===== src/rtl/dpram_rdout_streamer_pkg.sv =====
// Shared definitions for the DPRAM readout streamer: lane geometry, FSM states,
// and the length-to-64-bit-word conversion.
package dpram_rdout_streamer_pkg;

    localparam int LANE_W = 16;
    localparam int LANES  = 4;
    localparam int WORD_W = LANE_W * LANES;

    typedef enum logic [2:0] {
        ST_IDLE,
        ST_CHECK,
        ST_READ,
        ST_FLUSH,
        ST_DONE,
        ST_HOLD
    } state_t;

    // Number of 64-bit RAM words holding len 16-bit words, rounded up.
    function automatic logic [16:0] words_for_len(input logic [15:0] len);
        return ({1'b0, len} + 17'd3) >> 2;
    endfunction

endpackage


===== src/rtl/dpram_rdout_streamer_rdout_word_fifo.sv =====
// Synchronous 64-bit prefetch FIFO between the DPRAM read pipeline and the lane
// serializer; head word is visible combinationally on o_data.
module rdout_word_fifo
    import dpram_rdout_streamer_pkg::*;
#(
    parameter int P_DEPTH = 4
) (
    input  logic                      clk,
    input  logic                      rst,
    input  logic                      i_push,
    input  logic [WORD_W-1:0]         i_data,
    input  logic                      i_pop,
    output logic [WORD_W-1:0]         o_data,
    output logic                      o_full,
    output logic                      o_empty,
    output logic [$clog2(P_DEPTH):0]  o_count
);

    localparam int AW = $clog2(P_DEPTH);

    logic [WORD_W-1:0] r_mem [P_DEPTH];
    logic [AW-1:0]     r_wr_ptr;
    logic [AW-1:0]     r_rd_ptr;
    logic [AW:0]       r_count;
    logic              w_do_push;
    logic              w_do_pop;

    assign o_full    = (r_count == (AW+1)'(P_DEPTH));
    assign o_empty   = (r_count == '0);
    assign o_count   = r_count;
    assign o_data    = r_mem[r_rd_ptr];
    assign w_do_push = i_push && !o_full;
    assign w_do_pop  = i_pop && !o_empty;

    always_ff @(posedge clk) begin
        if (w_do_push) begin
            r_mem[r_wr_ptr] <= i_data;
        end
    end

    always_ff @(posedge clk) begin
        if (rst) begin
            r_wr_ptr <= '0;
            r_rd_ptr <= '0;
            r_count  <= '0;
        end else begin
            if (w_do_push) r_wr_ptr <= r_wr_ptr + 1'b1;
            if (w_do_pop)  r_rd_ptr <= r_rd_ptr + 1'b1;
            case ({w_do_push, w_do_pop})
                2'b10:   r_count <= r_count + 1'b1;
                2'b01:   r_count <= r_count - 1'b1;
                default: r_count <= r_count;
            endcase
        end
    end

endmodule


===== src/rtl/dpram_rdout_streamer.sv =====
// Drains a filled double_buffer half as a 16-bit valid/ready stream: address issue
// with bounded prefetch, read-latency tracking, FIFO and lane serializer.
module dpram_rdout_streamer
    import dpram_rdout_streamer_pkg::*;
#(
    parameter int P_RD_ADR_WIDTH = 9,
    parameter int P_RD_LAT       = 1,
    parameter int P_FIFO_DEPTH   = 4,
    parameter int P_HOLDOFF      = 3
) (
    input  logic                      clk,
    input  logic                      rst,
    input  logic                      en,
    input  logic                      rd_busy,
    input  logic [15:0]               dpram_len,
    output logic [P_RD_ADR_WIDTH-1:0] rd_addr,
    input  logic [WORD_W-1:0]         rd_dout,
    output logic                      done,
    output logic [LANE_W-1:0]         out_data,
    output logic                      out_valid,
    input  logic                      out_ready,
    output logic                      out_last,
    output logic                      len_err,
    output logic [15:0]               n_bufs
);

    localparam int CAP = LANES << P_RD_ADR_WIDTH;
    localparam int CW  = $clog2(P_FIFO_DEPTH) + 1;

    state_t                    r_state, w_state_next;
    logic [1:0]                r_len_mod;
    logic [16:0]               r_words;
    logic                      r_len_ok;
    logic [16:0]               r_addr_cnt;
    logic [P_RD_ADR_WIDTH-1:0] r_rd_addr;
    logic [P_RD_LAT:0]         r_pipe;
    logic [7:0]                r_hold_cnt;
    logic [15:0]               r_n_bufs;

    logic [WORD_W-1:0]         r_word;
    logic [1:0]                r_lane;
    logic [1:0]                r_nlanes_m1;
    logic                      r_last_word;
    logic                      r_out_valid;
    logic [16:0]               r_pop_cnt;

    logic [WORD_W-1:0]         w_fifo_dout;
    logic                      w_fifo_full;
    logic                      w_fifo_empty;
    logic [CW-1:0]             w_fifo_count;
    logic [3:0]                w_inflight;
    logic                      w_room;
    logic                      w_issue;
    logic                      w_pop;
    logic                      w_hs;
    logic                      w_lane_end;
    logic [LANE_W-1:0]         w_lanes [LANES];

    // r_pipe[0] marks an address on rd_addr now; r_pipe[P_RD_LAT] marks rd_dout valid.
    always_comb begin
        w_inflight = '0;
        for (int i = 0; i <= P_RD_LAT; i++) begin
            w_inflight = w_inflight + {3'b0, r_pipe[i]};
        end
    end

    assign w_room  = ({{(8-CW){1'b0}}, w_fifo_count} + {4'b0, w_inflight}) < 8'(P_FIFO_DEPTH);
    // First address goes out on the CHECK->READ edge to meet first-word latency.
    assign w_issue = ((r_state == ST_CHECK && r_len_ok) || r_state == ST_READ)
                     && (r_addr_cnt < r_words) && w_room && !w_fifo_full;

    assign w_hs       = r_out_valid && out_ready;
    assign w_lane_end = (r_lane == r_nlanes_m1);
    assign w_pop      = !w_fifo_empty && (!r_out_valid || (w_hs && w_lane_end));

    rdout_word_fifo #(
        .P_DEPTH (P_FIFO_DEPTH)
    ) u_fifo (
        .clk     (clk),
        .rst     (rst),
        .i_push  (r_pipe[P_RD_LAT]),
        .i_data  (rd_dout),
        .i_pop   (w_pop),
        .o_data  (w_fifo_dout),
        .o_full  (w_fifo_full),
        .o_empty (w_fifo_empty),
        .o_count (w_fifo_count)
    );

    always_comb begin
        w_state_next = r_state;
        case (r_state)
            ST_IDLE:  if (en && rd_busy) w_state_next = ST_CHECK;
            ST_CHECK: w_state_next = r_len_ok ? ST_READ : ST_DONE;
            ST_READ:  if (r_addr_cnt == r_words || (w_issue && (r_addr_cnt + 17'd1 == r_words)))
                          w_state_next = ST_FLUSH;
            ST_FLUSH: if (r_pipe == '0 && w_fifo_empty && !r_out_valid) w_state_next = ST_DONE;
            ST_DONE:  w_state_next = ST_HOLD;
            ST_HOLD:  if (r_hold_cnt == 8'(P_HOLDOFF - 1)) w_state_next = ST_IDLE;
            default:  w_state_next = ST_IDLE;
        endcase
    end

    always_ff @(posedge clk) begin
        if (rst) begin
            r_state    <= ST_IDLE;
            r_len_mod  <= '0;
            r_words    <= '0;
            r_len_ok   <= 1'b0;
            r_addr_cnt <= '0;
            r_rd_addr  <= '0;
            r_pipe     <= '0;
            r_hold_cnt <= '0;
            r_n_bufs   <= '0;
        end else begin
            r_state <= w_state_next;
            r_pipe  <= {r_pipe[P_RD_LAT-1:0], w_issue};
            if (r_state == ST_IDLE) begin
                r_len_mod  <= dpram_len[1:0];
                r_words    <= words_for_len(dpram_len);
                r_len_ok   <= (dpram_len != 16'd0) && ({1'b0, dpram_len} <= 17'(CAP));
                r_addr_cnt <= '0;
            end
            if (w_issue) begin
                r_rd_addr  <= r_addr_cnt[P_RD_ADR_WIDTH-1:0];
                r_addr_cnt <= r_addr_cnt + 17'd1;
            end
            if (r_state == ST_DONE) begin
                r_hold_cnt <= '0;
                if (r_len_ok) r_n_bufs <= r_n_bufs + 16'd1;
            end else if (r_state == ST_HOLD) begin
                r_hold_cnt <= r_hold_cnt + 8'd1;
            end
        end
    end

    // Lane serializer: the last RAM word of a buffer may carry fewer than four lanes.
    always_ff @(posedge clk) begin
        if (rst) begin
            r_word      <= '0;
            r_lane      <= '0;
            r_nlanes_m1 <= 2'd3;
            r_last_word <= 1'b0;
            r_out_valid <= 1'b0;
            r_pop_cnt   <= '0;
        end else begin
            if (r_state == ST_IDLE) r_pop_cnt <= '0;
            if (w_pop) begin
                r_word      <= w_fifo_dout;
                r_lane      <= '0;
                r_out_valid <= 1'b1;
                r_pop_cnt   <= r_pop_cnt + 17'd1;
                r_last_word <= (r_pop_cnt + 17'd1 == r_words);
                r_nlanes_m1 <= (r_pop_cnt + 17'd1 == r_words) ? (r_len_mod - 2'd1) : 2'd3;
            end else if (w_hs) begin
                if (w_lane_end) r_out_valid <= 1'b0;
                else            r_lane      <= r_lane + 2'd1;
            end
        end
    end

    for (genvar gi = 0; gi < LANES; gi++) begin : g_lane
        assign w_lanes[gi] = r_word[gi*LANE_W +: LANE_W];
    end

    assign rd_addr   = r_rd_addr;
    assign done      = (r_state == ST_DONE);
    assign len_err   = (r_state == ST_CHECK) && !r_len_ok;
    assign out_data  = w_lanes[r_lane];
    assign out_valid = r_out_valid;
    assign out_last  = r_out_valid && r_last_word && w_lane_end;
    assign n_bufs    = r_n_bufs;

endmodule

===== config.mk =====
export PLATFORM = sky130hd
export DESIGN_NAME = dpram_rdout_streamer
export DESIGN_NICKNAME = d
export VERILOG_FILES = /design/src/rtl/dpram_rdout_streamer_pkg.sv /design/src/rtl/dpram_rdout_streamer_rdout_word_fifo.sv /design/src/rtl/dpram_rdout_streamer.sv
export SDC_FILE = /design/constraint.sdc
export NUM_CORES = 1
export LEC_CHECK = 0
export ABC_AREA = 1
export CORE_UTILIZATION = 65
export CTS_CLUSTER_SIZE = 16
export DETAILED_ROUTE_END_ITERATION = 6
export DONT_BUFFER_PORTS = 1
export GPL_TIMING_DRIVEN = 0
export PLACE_DENSITY = 0.82
export SYNTH_ARGS = -nofsm -noshare
export SYNTH_HDL_FRONTEND = slang
export SYNTH_HIERARCHICAL = 1
export SYNTH_SLANG_ARGS = --single-unit

===== constraint.sdc =====
create_clock -name clk -period 7.9 [get_ports clk]
set_clock_uncertainty 0.05 [all_clocks]
set_input_delay 1.185 -clock clk [delete_from_list [all_inputs] [get_ports clk]]
set_output_delay 1.185 -clock clk [all_outputs]
set_load 0.03 [all_outputs]

[Word-level counts from Yosys, hierarchy flattened]
Memories as Yosys holds them, arrays and structs flattened. A register that Yosys moved wholly into a read port is not among the register bits.
Index checks and enable logic that the tools add are counted.
Widths: inputs -> output; s select.
Operators by class
  add/subtract/negate cells: 13
  multiply operators: 0
  divide/modulo/power cells: 0
  $lt $le $gt $ge: 4
  equal/unequal tests: 17
  shift-type cells: 0
  mux-type cells: 19
  bitwise gates (word level): 2
  reductions and logical operators: 39
Operator list (count)
  $eq 17x15->1: 3
  $mux 17: 3
  $add 17x1->17 const B: 2
  $bmux 16 s2: 1
  $mux 16: 2
  $pmux 3 s6: 1
  $add 16x2->17 const B: 1
  $logic_and 1x1->1: 17
  $lt 17x15->1: 1
  $add 16x1->16 const B: 1
  $le 16x12->1 const B: 1
  $reduce_bool 16->1: 1
  $mux 3: 5
  $reduce_bool 2->1: 5
  $eq 3x3->1 const B: 3
  $add 8x1->8 const B: 1
  $eq 8x2->1 const B: 1
  $add 2x1->2 const B: 3
  $eq 3x2->1 const B: 2
  $logic_not 3->1: 2
  $ne 2x2->1 const B: 3
  $pmux 3 s2: 1
  $reduce_and 2->1: 3
  $mux 1: 5
  other kinds (20): 26
Storage, ports and cells
  register bits: 103
  latch bits: 0
  RAM bits: 256
  ROM bits: 0
  input bits: 85
  output and inout bits: 45
  word-level logic and storage cells: 112
  memories kept: 1
Memory list
  u_fifo.r_mem: words 4, width 64, rd ports 1, clocked after Yosys merged registers in 1, write ports 1, line dpram_rdout_streamer_rdout_word_fifo.sv:21  | logic [WORD_W-1:0] r_mem [P_DEPTH];

[Depth between registers and ports, before layout]
Gate-level depths: netlist of run 1.
  depth after elaboration: 10
  mapped depth: 20
  depth with buffers taken out: 17

[Hierarchy]
The synthesis of run 1 kept the hierarchy.
By module, submodules not included
  rdout_word_fifo: instances 1, cells an instance 689, area an instance 9979.6 µm², sequential area each 7867.5 µm²
  dpram_rdout_streamer: instances 1, cells an instance 1272, area an instance 8399.3 µm², sequential area each 3203.1 µm²

[Worst setup path before layout of run 1]
OpenSTA, ideal clock, no wires.
  path type: reg-to-reg
  start point: register u_fifo.r_count[1], in the netlist u_fifo/o_count[1]
  end point: memory u_fifo/r_mem[0][0] in the netlist's numbering (enable)
  library setup time: 0.487 ns
  data arrival time: 3.330 ns
  required time: 7.363 ns
  slack: 4.033 ns
  cell stages (with the launch flop): 5
  buffers on the path: 0
  clock period less this slack: 3.867 ns
  path through: dfxtp_1 > nor2_1 > nand2_1 > nand2_1 > nor2_1
On the way
  cells in the longest elaborated chain, start to end: 5
RTL lines
  start: declaration: line dpram_rdout_streamer_rdout_word_fifo.sv:24  | logic [AW:0] r_count;
  start signal: assignment: line dpram_rdout_streamer_rdout_word_fifo.sv:50  | 2'b10: r_count <= r_count + 1'b1;
  start signal: assignment: line dpram_rdout_streamer_rdout_word_fifo.sv:51  | 2'b01: r_count <= r_count - 1'b1;
  start signal: assignment: line dpram_rdout_streamer_rdout_word_fifo.sv:52  | default: r_count <= r_count;
  $eq 3x3->1: line dpram_rdout_streamer_rdout_word_fifo.sv:28  | assign o_full = (r_count == (AW+1)'(P_DEPTH));
  $logic_not 1->1: line dpram_rdout_streamer_rdout_word_fifo.sv:32  | assign w_do_push = i_push && !o_full;
  $logic_and 1x1->1: line dpram_rdout_streamer_rdout_word_fifo.sv:32
  $mux 1: line dpram_rdout_streamer_rdout_word_fifo.sv:36  | if (w_do_push) begin
  $mux 1 (not written as such): line dpram_rdout_streamer_rdout_word_fifo.sv:37  | r_mem[r_wr_ptr] <= i_data;
  end: declaration: line dpram_rdout_streamer_rdout_word_fifo.sv:21
Every way passes these cells.

[Worst setup path after layout of run 1]
  start point: register r_lane[1]
  end point: output port out_data[13]
On the way
  cells in the longest elaborated chain, start to end: 4
RTL lines
  start: declaration: line dpram_rdout_streamer.sv:41  | logic [1:0] r_lane;
  start signal: assignment: line dpram_rdout_streamer.sv:157  | else r_lane <= r_lane + 2'd1;
  $not 2->3 (not written as such): line dpram_rdout_streamer.sv:169  | assign out_data = w_lanes[r_lane];
  $bmux 16 s2: line dpram_rdout_streamer.sv:169
  $mux 16 (not written as such) (2 in series): line dpram_rdout_streamer.sv:169
  end: declaration: line dpram_rdout_streamer.sv:19  | output logic [LANE_W-1:0] out_data,
Every way passes these cells. The select of a mux whose other input is x is not followed.

==> results of run 1 <==
[stage by stage]
stage / instance area, sq um / total power [W] / setup WS (ns) / utilization (%) / hold WS, ns
final: 20400 / 0.005759 / 4.282 / 73.43 / 0.4091
after global routing: 20400 / 0.005986 / 4.131 / 73.43 / 0.4258
after CTS: 20400 / 0.005754 / 4.338 / 73.43 / 0.4060
after detailed placement: 19060 / 0.003838 / 4.368 / 68.60 / 0.3969
after global placement: 18850 / 0.003813 / 1.872 / 67.86 / 0.3860
after floorplan: 18380 / 0.003496 / 4.033 / - / 0.3705
[flip-flops by register name, summed over array words and instances, names as in the netlist, named ones only]
name,count
u_fifo/r_mem,256
r_word,64
r_addr_cnt,17
r_pop_cnt,17
n_bufs,16
r_words,15
rd_addr,9
r_hold_cnt,8
r_state,3
u_fifo/o_count,3
r_lane,2
r_len_mod,2
r_nlanes_m1,2
r_pipe,2
u_fifo/r_rd_ptr,2
u_fifo/r_wr_ptr,2
out_valid,1
r_last_word,1
r_len_ok,1
[worst max path at each step]
stage,startpoint,to
after floorplan,u_fifo/o_count[1],u_fifo/r_mem[0][0]
after global placement,u_fifo/o_count[1],u_fifo/r_mem[3][0]
after detailed placement,out_ready,u_fifo/o_count[2]
after CTS,r_lane[1],out_data[14]
after global routing,r_lane[1],out_data[9]
final,r_lane[1],out_data[13]
[power by group through the flow]
stage | logic (W) | registers (W) | clock network [W]
finish | 0.00108 | 0.00274 | 0.00193
global route | 0.00120 | 0.00276 | 0.00203
CTS | 0.00107 | 0.00274 | 0.00195
detailed placement | 0.00106 | 0.00278 | 0
global placement | 0.00103 | 0.00278 | 0
floorplan | 0.000769 | 0.00273 | 0
[kinds of logic after synthesis]
family | count (synthesis) | synth area share [%]
xor+xnor | 22 | 1.048
compound gates | 456 | 13.30
fa+ha+maj | 27 | 1.879
buf+inv | 242 | 5.780
simple gates | 789 | 17.75
flops | 425 | 60.24
[routing by layer]
metal | share of wire (%) | track usage (%) | vias to the layer above
li1 | - | - | 6829
met1 | 39 | 40.74 | 6846
met2 | 48 | 55.10 | 731
met3 | 9.0 | 7.116 | 119
met4 | 4.0 | 13.28 | 0
met5 | 0 | 0 | -
[worst max-delay path: stages, from the launching register on]
cell      delay (ns)
dfxtp_1         0.32
clkbuf_1        0.29
clkbuf_1        0.33
o21ai_0         0.22
o22ai_1         0.68
[area by class of cell]
type / instances / share of cell area, %
tap: 378 / 2.318
sequential: 425 / 54.27
buffer: 92 / 2.447
multi-input combinational: 1294 / 30.76
inverter: 150 / 2.760
clock buffer: 55 / 5.642
clock inverter: 25 / 0.9445
timing repair buffer: 8 / 0.8586
[cells in the final DEF, fill, tap and decap left out, types with 5 or more instances in the layout]
cell | Yosys | final
dfxtp_1 | 169 | 169
buf_12 | 0 | 6
nor2_4 | 2 | 6
o211ai_1 | 7 | 7
clkbuf_16 | 0 | 43
a21oi_1 | 79 | 79
buf_4 | 6 | 6
nor3_1 | 25 | 25
o21ai_0 | 216 | 216
nand2_1 | 238 | 238
nand4_1 | 23 | 23
inv_1 | 146 | 146
buf_2 | 18 | 18
xnor2_1 | 5 | 5
o22ai_1 | 80 | 80
xor2_1 | 17 | 17
nand3_1 | 70 | 70
clkinv_1 | 1 | 8
o21ai_1 | 58 | 58
edfxtp_1 | 256 | 256
nor2_1 | 403 | 399
nor2_2 | 6 | 6
buf_6 | 14 | 14
clkinv_2 | 0 | 7
clkbuf_1 | 49 | 58
ha_1 | 26 | 26
==> flow_metrics.tcl, run 1 <==
set metrics [dict create \
    status "complete, no violations" \
    p_leak_nw 7.569 \
    multi_input_area_sq_um 6276 \
    grt_pass1_wl_microns 71880 \
    area_delta_synth_final_pct 11.00 \
    hold_path.class "reg -> reg" \
    rows 61 \
    dieArea_sq_um 28950 \
    path_class "reg -> out" \
    syn_area_sq_um 18380 \
    cp.arrival_ns 2.38 \
    drtPass1Iterations 6 \
    hold-path-endpoint "r_pipe[1]" \
    tns_ns 0 \
    switching_share_pct 31.65 \
    clk_pin_slew_worst_paths_ns 0.06 \
    cts_buffers 43 \
    setup_viol 0 \
    intPower_w 0.003936 \
    startpoint_type "flip-flop" \
    grt_max_degree 32 \
    grt_use_total_pct 32.61 \
    antenna_found_initial 0 \
    p_sw_w 0.001823 \
    reg2reg_depth 20 \
    yosys.area.top_type_share_pct 41.83 \
    clk_latency_ns 0.54 \
    fin_nets 2126 \
    htreeDepth 2 \
    drive_gt1_share_pct 6.784 \
    avgViaCountPerCell 5.985 \
    n_antenna_cell 0 \
    cts_hold_buf 0 \
    path_max_fanout 10 \
    post-route-period-util_pct 45.80 \
    clkPwrFrac_pct 33.5 \
    p_per_area_nw_per_um2 282.3 \
    syn-num-nets 2073 \
    r2r_end "u_fifo/o_count[2]" \
    io-pin-count 130 \
    dp.cells 2347 \
    worstSetupEndpointType "primary output" \
    async_reset_ff_share_pct 0 \
    via_count 14530 \
    grt_pass1_vias 13700 \
    combPwrFrac_pct 18.8 \
    wl_microns 47590 \
    required_ns 6.66 \
    pwr-share-seq_pct 47.6 \
    rsz0062_at_grt "false" \
    tightest_slew_ns 1.010 \
    yosysMostFrequentCell "nor2_1" \
    drv_cap 0 \
    die_y_microns 170.2 \
    post-route-min-period_ns 3.618 \
    wl_per_cell_microns 19.61 \
    min_from "r_pipe[0]" \
    r2r-start "r_lane[0]" \
    dp_hpwl_microns 32780 \
    remaining_drc_errors 0 \
    yosys_warnings 6 \
    globalplace.congestion 0.9924 \
    avgSynthCellArea_sq_um 9.372 \
    ir_drop_mv 0.2406 \
    post_cts_resize_count 0 \
    grt_remaining_overflow 0 \
    ys_top_cells_by_area "edfxtp_1, dfxtp_1, nor2_1" \
    fmax_ghz 0.2764 \
    cts_tree "built" \
    initial_core_util_pct 66.15 \
    synth_edf_count 256 \
    reg2reg_slack_ns 4.56 \
    regArea_sq_um 11070 \
    finalNonFillerCells 2427 \
    io_buffers 0 \
    clockBufferDepth 3 \
    synth_cells 1961 \
    drt_iter0_drc 1512 \
    postCtsSetupBuffers 0 \
    holdPathStages 2 \
    nFillCells 2019 \
    yosysSeqAreaShare_pct 60.24 \
    synth_ff_type "edfxtp_1" \
    hold_violations 0 \
    ys_types 48 \
    ant_nets 0 \
    core_sq_um 27780 \
    dieWidth_microns 170.2 \
    drv_slew 0 \
    cts_root_buffer "clkbuf_16" \
    synth_common_cells "nor2_1, edfxtp_1, nand2_1, o21ai_0, dfxtp_1" \
    synth.largest_area_cell "edfxtp_1" \
    ys_seq_elements 425 \
    cts.sinks 425 \
    max_slew_margin_pct 32.14 \
]
Power figures use the tool's default switching activity.
==> inputs of run 2 (changes only) <==
--- a/config.mk
+++ b/config.mk
@@ -6,12 +6,12 @@
 export NUM_CORES = 1
 export LEC_CHECK = 0
 export ABC_AREA = 1
-export CORE_UTILIZATION = 65
+export CORE_UTILIZATION = 57
 export CTS_CLUSTER_SIZE = 16
 export DETAILED_ROUTE_END_ITERATION = 6
 export DONT_BUFFER_PORTS = 1
 export GPL_TIMING_DRIVEN = 0
-export PLACE_DENSITY = 0.82
+export PLACE_DENSITY = 0.76
 export SYNTH_ARGS = -nofsm -noshare
 export SYNTH_HDL_FRONTEND = slang
 export SYNTH_HIERARCHICAL = 1
==> constraint.sdc (replaced) <==
create_clock -name clk -period 3.24 [get_ports clk]
set_clock_uncertainty 0.05 [all_clocks]
set_input_delay 0.486 -clock clk [delete_from_list [all_inputs] [get_ports clk]]
set_output_delay 0.486 -clock clk [all_outputs]
set_load 0.03 [all_outputs]
==> flow_metrics.tcl, run 2 (synthesized netlist as in run 1, its figures left out) <==
set metrics [dict create \
    setup_viol 0 \
    clk_latency_ns 0.55 \
    startpoint_type "flip-flop" \
    grt_remaining_overflow 0 \
    final_cell_mix "nor2_1, edfxtp_1, nand2_1" \
    required_ns 3.63 \
    worstSetupEndpointType "flip-flop" \
    fin_nets 2191 \
    clk_pin_slew_worst_paths_ns 0.06 \
    clockBufferDepth 3 \
    max_slew_margin_pct 22.62 \
    path_class "reg -> reg" \
    reg_top3 "u_fifo/r_mem x256, r_word x64" \
    antenna_found_initial 0 \
    grt_pass1_wl_microns 75570 \
    post-route-period-util_pct 91.55 \
    reg2reg_depth 20 \
    cts.sinks 425 \
    hold_violations 0 \
    p_per_area_nw_per_um2 688.0 \
    rsz0062_at_grt "false" \
    n_antenna_cell 0 \
    dieWidth_microns 181.6 \
    fmax_ghz 0.3371 \
    io_buffers 0 \
    htreeDepth 2 \
    die_y_microns 181.6 \
    cp.arrival_ns 3.36 \
    remaining_drc_errors 0 \
    via_count 14660 \
    largest_register_ffs 256 \
    cts_tree "built" \
    dp_hpwl_microns 32820 \
    core_sq_um 31640 \
    post-route-min-period_ns 2.966 \
    initial_core_util_pct 58.09 \
    crit_end "u_fifo/o_count[2]" \
    drv_cap 0 \
    grt_max_degree 31 \
    path_max_fanout 12 \
    fin_util_pct 66.93 \
    tightest_slew_ns 1.152 \
    wl_microns 48930 \
    final_common_cell "nor2_1" \
    whs_ns 0.08606 \
    finalNonFillerCells 2515 \
    drive_gt1_share_pct 6.531 \
    reg2reg_slack_ns 0.27 \
    p_total_w 0.01457 \
    r2r-start "r_lane[0]" \
    top_register "u_fifo/r_mem" \
    grt_use_total_pct 29.54 \
    drv_slew 0 \
    wl_per_cell_microns 19.46 \
    p_leak_nw 7.888 \
    worstSetupStartpoint "r_lane[0]" \
    dieArea_sq_um 32970 \
    hold_path.class "in -> reg" \
    avgViaCountPerCell 5.829 \
    drtPass1Iterations 6 \
    r2r_end "u_fifo/o_count[2]" \
    ant_nets 0 \
    area_delta_synth_final_pct 15.22 \
    grt_pass1_vias 14330 \
    io-pin-count 130 \
    status "complete, no violations" \
    cts_root_buffer "clkbuf_16" \
    dp.cells 2371 \
    globalplace.congestion 1.004 \
    cts_buffers 43 \
    rows 65 \
    drt_iter0_drc 1150 \
    ir_drop_mv 0.5316 \
]
## run 2: cell count changes in the layout (fill, tap and decap cells not counted), sizes merged
cell	change
clkinv	-7
bufinv	+5
clkbuf	+6
clkinvlp	-3
inv	-2
dlygate4sd3	+65
## run 2: worst min path at each step
stage | startpoint | to | slack [ns] | depth (start not counted)
final | rst | u_fifo/o_count[2] | 0.09 | 3
after floorplan | r_pipe[0] | r_pipe[1] | 0.37 | 2
after global placement | r_pipe[0] | r_pipe[1] | 0.38 | 2
after detailed placement | r_pipe[0] | r_pipe[1] | 0.39 | 2
after global routing | dpram_len[15] | r_words[14] | 0.08 | 2
after CTS | dpram_len[15] | r_words[14] | 0.06 | 2
## run 2: through the flow
stage	setup TNS, ns	area [sq um]	worst slack, ns
after floorplan	-160.45	18380	-0.6268
after global placement	-701.96	18880	-2.887
after detailed placement	0	19080	0.04594
after CTS	0	21170	0.03375
after global routing	0	21180	0.01704
final	0	21180	0.2737
## run 2: area by class of cell
| class | count | area [sq um] |
|---|---|---|
| flip-flops and latches | 425 | 11070 |
| fillers | 2429 | 10460 |
| plain buffers | 92 | 504.2 |
| clock buffers | 61 | 1174 |
| multi-input cells | 1294 | 6281 |
| repair buffers | 73 | 818.3 |
| well taps | 402 | 503.0 |
| clock inverters | 18 | 261.5 |
| inverters | 150 | 563.0 |
## run 2: power breakdown
group,switching [W],internal [W]
logic,0.00197,0.000804
registers,0.000485,0.00622
clock network,0.00207,0.00302
total,0.00452,0.0100
## run 2: worst max-delay path, stage by stage, from the launching register on
cell	delay, ns
dfxtp_1	0.30
buf_2	0.17
inv_2	0.09
nand2_1	0.06
nand4_1	0.14
nand2_1	0.10
o21ai_1	0.12
nor2_4	0.19
buf_4	0.22
buf_4	0.23
nand2_1	0.10
inv_1	0.10
ha_1	0.18
inv_1	0.07
fa_1	0.38
inv_1	0.06
nand2_1	0.04
nand3_1	0.09
nand2_1	0.06
nand2_1	0.05
nor2_1	0.04
## run 2: timing repair
action,in CTS,in global routing
setup buffers,0,0
endpoints found under the hold margin,260,0
resized for setup,0,5
hold buffers,65,0
setup endpoints to repair,0,2
## run 2: per-layer routing
metal	GRT usage, %	vias to the layer above	share of wire, %
met2	49.77	547	48
met1	36.79	7003	40
met5	0	-	0
li1	-	6980	-
met4	12.41	0	3.9
met3	6.498	131	7.5
